File: config.mk
export PLATFORM = sky130hd
export DESIGN_NAME = psum_drain
export DESIGN_NICKNAME = d
export VERILOG_FILES = /design/src/rtl/psum_drain_pkg.sv /design/src/rtl/psum_requant.sv /design/src/rtl/psum_drain.sv
export SDC_FILE = /design/constraint.sdc
export NUM_CORES = 1
export LEC_CHECK = 0
export BUFFER_PORTS_ARGS = -buffer_cell sky130_fd_sc_hd__buf_2
export CORE_AREA = 8 8 427 429
export CTS_CLUSTER_DIAMETER = 120
export DETAILED_ROUTE_END_ITERATION = 6
export DIE_AREA = 0 0 435 437
export HOLD_SLACK_MARGIN = 0.06
export MAX_ROUTING_LAYER = met4
export RECOVER_POWER = 25
export SLEW_MARGIN = 20
export SYNTH_ARGS = -nofsm -noshare
export SYNTH_HDL_FRONTEND = slang
export SYNTH_SLANG_ARGS = --single-unit
File: constraint.sdc
create_clock -name clk -period 10.6 [get_ports clk]
set_input_delay 2.12 -clock clk [delete_from_list [all_inputs] [get_ports clk]]
set_output_delay 2.12 -clock clk [all_outputs]
set_load 0.05 [all_outputs]
File: src/rtl/psum_drain_pkg.sv
// Shared constants, FSM encoding and byte-beat payload for the psum drain path.
package psum_drain_pkg;

  localparam int unsigned NUM_COLS  = 32;
  localparam int unsigned ADDR_PSUM = 12;
  localparam int unsigned PSUM_BW   = 32;
  localparam int unsigned OUT_BW    = 8;
  localparam int unsigned ROW_W     = $clog2(NUM_COLS);

  typedef enum logic [1:0] {
    IDLE  = 2'd0,
    RUN   = 2'd1,
    FLUSH = 2'd2,
    FIN   = 2'd3
  } state_e;

  typedef struct packed {
    logic              last;
    logic [OUT_BW-1:0] data;
  } beat_t;

endpackage

File: src/rtl/psum_requant.sv
// Pure combinational 32->8 requantizer: round-half-up shift, optional ReLU, saturate.
module psum_requant
  import psum_drain_pkg::*;
(
  input  logic [PSUM_BW-1:0] psum,
  input  logic [4:0]         shift,
  input  logic               relu_en,
  output logic [OUT_BW-1:0]  q_c
);

  localparam int unsigned EXT_W = PSUM_BW + 1;

  logic signed [EXT_W-1:0] ext;
  logic signed [EXT_W-1:0] rnd;
  logic signed [EXT_W-1:0] sum;
  logic signed [EXT_W-1:0] shr;

  // Extra headroom bit keeps the rounding add from overflowing.
  always_comb begin
    ext = $signed({psum[PSUM_BW-1], psum});
    rnd = '0;
    if (shift != 5'd0) begin
      rnd = $signed(EXT_W'(1) << (shift - 5'd1));
    end
    sum = ext + rnd;
    shr = sum >>> shift;
    if (relu_en && shr[EXT_W-1]) begin
      shr = '0;
    end
    if (shr > 33'sd127) begin
      q_c = 8'h7F;
    end else if (shr < -33'sd128) begin
      q_c = 8'h80;
    end else begin
      q_c = shr[OUT_BW-1:0];
    end
  end

endmodule

File: src/rtl/psum_drain.sv
// Drains psums row by row from the PSUM_ROW_MEMs, requantizes, and streams bytes out.
module psum_drain
  import psum_drain_pkg::*;
(
  input  logic                        clk,
  input  logic                        resetn,
  input  logic                        start,
  input  logic [5:0]                  OUT_H,
  input  logic [5:0]                  OUT_W,
  input  logic [7:0]                  OC,
  input  logic [4:0]                  SHIFT,
  input  logic                        RELU_EN,
  output logic                        busy,
  output logic                        done,
  output logic [NUM_COLS-1:0]         psum_rd_en,
  output logic [ADDR_PSUM-1:0]        psum_rd_addr,
  input  logic [PSUM_BW*NUM_COLS-1:0] psum_rd_data,
  output logic [OUT_BW-1:0]           m_data,
  output logic                        m_valid,
  input  logic                        m_ready,
  output logic                        m_last
);

  state_e               state_q, state_d;
  logic [5:0]           h_q;
  logic [ADDR_PSUM-1:0] len_q;
  logic [4:0]           shift_q;
  logic                 relu_q;
  logic [ROW_W-1:0]     row_q;
  logic [ADDR_PSUM-1:0] addr_q;
  logic                 rd_vld_q;
  logic                 rd_last_q;
  logic [ROW_W-1:0]     rd_col_q;
  beat_t                skid_q;
  logic                 skid_vld_q;

  logic [13:0]          len_full_c;
  logic                 cfg_zero_c;
  logic                 pop_c;
  logic [1:0]           inflight_c;
  logic                 issue_c;
  logic                 last_elem_c;
  logic [PSUM_BW-1:0]   lane_c;
  logic [OUT_BW-1:0]    rq_c;
  beat_t                push_c;

  assign len_full_c  = 14'(OUT_W) * 14'(OC);
  assign cfg_zero_c  = (OUT_H == 6'd0) || (OUT_W == 6'd0) || (OC == 8'd0);
  assign pop_c       = m_valid & m_ready;
  // Bytes held in the FIFO plus the one read that may be returning this cycle.
  assign inflight_c  = 2'(m_valid) + 2'(skid_vld_q) + 2'(rd_vld_q);
  assign issue_c     = (state_q == RUN) && ((inflight_c - 2'(pop_c)) < 2'd2);
  assign last_elem_c = (row_q == ROW_W'(h_q - 6'd1)) && (addr_q == len_q - ADDR_PSUM'(1));

  assign psum_rd_en   = issue_c ? (NUM_COLS'(1) << row_q) : '0;
  assign psum_rd_addr = addr_q;

  assign lane_c = psum_rd_data[rd_col_q*PSUM_BW +: PSUM_BW];
  assign push_c = '{last: rd_last_q, data: rq_c};

  psum_requant u_requant (
    .psum    (lane_c),
    .shift   (shift_q),
    .relu_en (relu_q),
    .q_c     (rq_c)
  );

  // State register.
  always_ff @(posedge clk or negedge resetn) begin
    if (!resetn) state_q <= IDLE;
    else         state_q <= state_d;
  end

  // Next-state logic; FLUSH exits once nothing is returning and the FIFO drains.
  always_comb begin
    state_d = state_q;
    case (state_q)
      IDLE:    if (start) state_d = cfg_zero_c ? FIN : RUN;
      RUN:     if (issue_c && last_elem_c) state_d = FLUSH;
      FLUSH:   if (!rd_vld_q && !skid_vld_q && (!m_valid || pop_c)) state_d = FIN;
      FIN:     state_d = IDLE;
      default: state_d = IDLE;
    endcase
  end

  // Registered status flags decoded from the upcoming state.
  always_ff @(posedge clk or negedge resetn) begin
    if (!resetn) begin
      busy <= 1'b0;
      done <= 1'b0;
    end else begin
      busy <= (state_d == RUN) || (state_d == FLUSH);
      done <= (state_d == FIN);
    end
  end

  // Config latch and row/address walk; address wraps into the next row.
  always_ff @(posedge clk or negedge resetn) begin
    if (!resetn) begin
      h_q     <= '0;
      len_q   <= '0;
      shift_q <= '0;
      relu_q  <= 1'b0;
      row_q   <= '0;
      addr_q  <= '0;
    end else if ((state_q == IDLE) && start) begin
      h_q     <= OUT_H;
      len_q   <= ADDR_PSUM'(len_full_c);
      shift_q <= SHIFT;
      relu_q  <= RELU_EN;
      row_q   <= '0;
      addr_q  <= '0;
    end else if (issue_c && !last_elem_c) begin
      if (addr_q == len_q - ADDR_PSUM'(1)) begin
        addr_q <= '0;
        row_q  <= row_q + ROW_W'(1);
      end else begin
        addr_q <= addr_q + ADDR_PSUM'(1);
      end
    end
  end

  // Tracks the single outstanding read and which lane it will return on.
  always_ff @(posedge clk or negedge resetn) begin
    if (!resetn) begin
      rd_vld_q  <= 1'b0;
      rd_last_q <= 1'b0;
      rd_col_q  <= '0;
    end else begin
      rd_vld_q  <= issue_c;
      rd_last_q <= issue_c && last_elem_c;
      if (issue_c) rd_col_q <= row_q;
    end
  end

  // Two-entry FIFO: output register is the head, skid holds the second byte.
  always_ff @(posedge clk or negedge resetn) begin
    if (!resetn) begin
      m_data     <= '0;
      m_valid    <= 1'b0;
      m_last     <= 1'b0;
      skid_q     <= '0;
      skid_vld_q <= 1'b0;
    end else if (!m_valid || pop_c) begin
      if (skid_vld_q) begin
        m_data     <= skid_q.data;
        m_last     <= skid_q.last;
        m_valid    <= 1'b1;
        skid_vld_q <= rd_vld_q;
        if (rd_vld_q) skid_q <= push_c;
      end else if (rd_vld_q) begin
        m_data  <= push_c.data;
        m_last  <= push_c.last;
        m_valid <= 1'b1;
      end else begin
        m_valid <= 1'b0;
        m_last  <= 1'b0;
      end
    end else if (rd_vld_q) begin
      skid_q     <= push_c;
      skid_vld_q <= 1'b1;
    end
  end

endmodule

==> impl_metrics.toml <==
[clocking]
worstSkewPairLatency_ps = 360
h-tree-depth = 3
cts-root-buf = "clkbuf_16"
path_clk_slew_ps = 60
numCtsBuffers = 9
cts_setup_buffers = 0
numClockSinks = 71
postCtsHoldBufs = 0
tritoncts = "done"
ctsResizeCount = 0
cts_buffer_depth = 2

[placement]
port_buffers = 1109
gp_congestion = 0.987
dpl_cell_area_um2 = 26200
hpwl_um = 148000

[floorplanning]
die_width_um = 435
die_area_um2 = 190000
io_pins = 1110
start_util_pct = 10.2
num_rows = 154
coreArea_um2 = 175000
die-height_um = 437

[grt]
grt_max_degree = 113
first_global_vias = 22791
antenna_found_initial = 143
track_usage_pct = 16.7
grt_pass1_wl_um = 214000
gr-total-overflow = 0

[yosys]
synth_seq_cells = 71
synth_area_um2 = 17900
synth_cell_type_count = 92
synth_nets = 2966
yosysTopAreaCell = "mux4_2"
avgSynthCellArea_um2 = 9.81
ys.warnings.count = 0
syn_inst = 1826
ys.flop_type = "dfrtp_1"
yosysTopAreaCellShare_pct = 40.4
synthTopCellsByArea = "mux4_2 (40%), dfrtp_1 (9.9%), nand2_1 (4.5%)"
synth-async-reset-ratio_pct = 100
synth_edf_count = 0
synth-seq-area-share_pct = 9.92

[sta]
finalHoldViolations = 0
slew_violations = 72
tns_ps = 0
rsz0062_at_grt = "false"
setup_viol = 0
max_freq_mhz = 114
min_period_over_period_pct = 82.5
finClkSkew_ps = 12.9
relSlewSlack_pct = -180
worst_pin_slew_ps = 4200
post-route-min-period_ps = 8740

[setup_path]
cpMostUsedCell = "mux4_2"
path_depth = 20
critPathMaxFanout = 16
crit_chain = "buf_2, mux4_2, mux4_2, mux2_2, ha_1, nand4_1, nor4_1, o211ai_1, nand3b_1, a21oi_2, xnor2_1, buf_4, nand2_1, o21ai_0, nand4b_1, or3_1, or3_4, o41ai_4, a211oi_1, o21ai_1"
arrival_ps = 9020
slowest_stage = "o41ai_4"
setup.worst_path.start_class = "input port"
rr_endpoint = "m_data[1]"
path_buf_inv = 2
crit_type = "in2reg"
r2r_start = "rd_col_q[0]"
required_ps = 10870
cp_slowest_stage_delay_ps = 740
worstSetupEndpointType = "register"
critPathTopFamily = "simple AND/OR/NAND/NOR gates"
worstRegToRegCells = 20
r2r_slack_ps = 2240

[cells_and_area]
fin_util_pct = 15.2
final_cell_mix = "buf_2 (1108), mux4_2 (321), nand2_1 (215)"
fillCellCount = 19968
seq_area_um2 = 1790
area_delta_synth_final_pct = 48.6
drive_above_1_share_pct = 55.2
final_common_cell = "buf_2"
final_cell_area_um2 = 26600
multi_input_area_um2 = 15300
final_nets = 3971

[drt]
drc = 1
post_drt_wl_per_cell_um = 31.4
dr.pass1.iters = 7
drtAntennaViolNets = 0
drt_iter0_markers = 2050
route.vias.total = 22302
routed_wl_um = 164000
viasPerCell = 4.26

[hold_path]
hp-start = "m_last"
worst_hold_path_type = "reg2reg"
hold_end = "m_last"
min_path_cells = 2

[power]
leakage_nw = 10.8
clock_power_share_pct = 4.8
p_seq_share_pct = 8.4
p_comb_share_pct = 86.7
peakVddDrop_mv = 0.117
power_density_nw_per_um2 = 246
p_sw_share_pct = 58.0
p_int_mw = 2.75
switching_power_mw = 3.80

[run]
maxCapViolations = 1

[status]
outcome = "complete, but fails checks"
failed_checks = "DRC, capacitance limit, slew limit"
worst min-delay path: stages, from the launching register on:
cell and delay [ps]:
dfrtp_1 340, nand2_1 50, o21ai_0 60
power by group through the flow:
stage	clock network (mW)	logic (mW)	registers [mW]
final	0.317	5.69	0.553
after global routing	0.337	6.11	0.573
after CTS	0.326	5.72	0.556
after detailed placement	0	5.70	0.561
after global placement	0	5.69	0.555
after floorplan	0	3.62	0.538
sequential cells by signal, indices dropped and copies added, names as in the netlist:
name	flops
busy	1
done	1
h_q	5
len_q	12
m_data	8
m_last	1
m_valid	1
psum_rd_addr	12
rd_col_q	5
rd_last_q	1
rd_vld_q	1
relu_q	1
row_q	5
shift_q	5
skid_q	9
skid_vld_q	1
state_q	2
metal layers:
layer / GRT usage, % / vias up / share of wire [%]
met3: 4.16 / 217 / 8.2
met4: 3.51 / 0 / 3.0
li1: - / 9361 / -
met2: 27.1 / 1329 / 47
met5: - / - / 0
met1: 21.2 / 11395 / 42
logic make-up (layout without fill, tap and decap cells):
family / after synthesis / after routing / share of synthesized area (%)
AOI/OAI and AO/OA: 419 / 419 / 15.5
xor gates and xnor gates: 58 / 58 / 2.84
adders and majority gates: 86 / 86 / 7.06
buffers and inverters: 216 / 1226 / 4.72
DFF: 71 / 71 / 9.92
muxes: 394 / 394 / 44.7
other: 1 / 62 / 0.0209
and+or+nand+nor: 581 / 581 / 15.2
layout make-up:
cell class | count | area share (%)
antenna | 61 | 0.574
clock buffer | 10 | 0.861
clock inverter | 6 | 0.259
inverter | 60 | 0.847
multi-input combinational | 1539 | 57.5
sequential | 71 | 6.74
tap | 2340 | 11.0
timing repair buffer | 1150 | 22.2
Yosys cell counts (29+ instances only):
cell type / n
o21ai_1: 31
ha_1: 61
and2_1: 29
mux4_2: 321
dfrtp_1: 71
nor3_1: 30
nor2_1: 159
o21ai_0: 103
mux2i_1: 33
xnor2_1: 36
buf_1: 43
mux2_2: 40
inv_1: 58
nand2_1: 215
clkbuf_1: 90
a21oi_1: 80
how the worst max path moves through the flow:
stage / start / end / slack [ps]
floorplan: psum_rd_data[993] / m_data[4] / 3530
global placement: psum_rd_data[1011] / m_data[3] / 1430
detailed placement: psum_rd_data[1011] / m_data[1] / 1510
CTS: psum_rd_data[1011] / m_data[1] / 1850
global route: psum_rd_data[1011] / m_data[2] / 1520
finish: psum_rd_data[1011] / m_data[1] / 1860
through the flow:
stage / setup slack, ps / hold slack [ps] / power [mW] / cells
6_report: 1860 / 484 / 6.56 / 5237
5_1_grt: 1520 / 514 / 7.02 / 5231
4_1_cts: 1850 / 488 / 6.60 / 5176
3_5_place_dp: 1510 / 473 / 6.26 / 5160
3_3_place_gp: 1430 / 465 / 6.25 / 5160
2_1_floorplan: 3530 / 449 / 4.16 / 1826
Power figures use the tool's default switching activity.
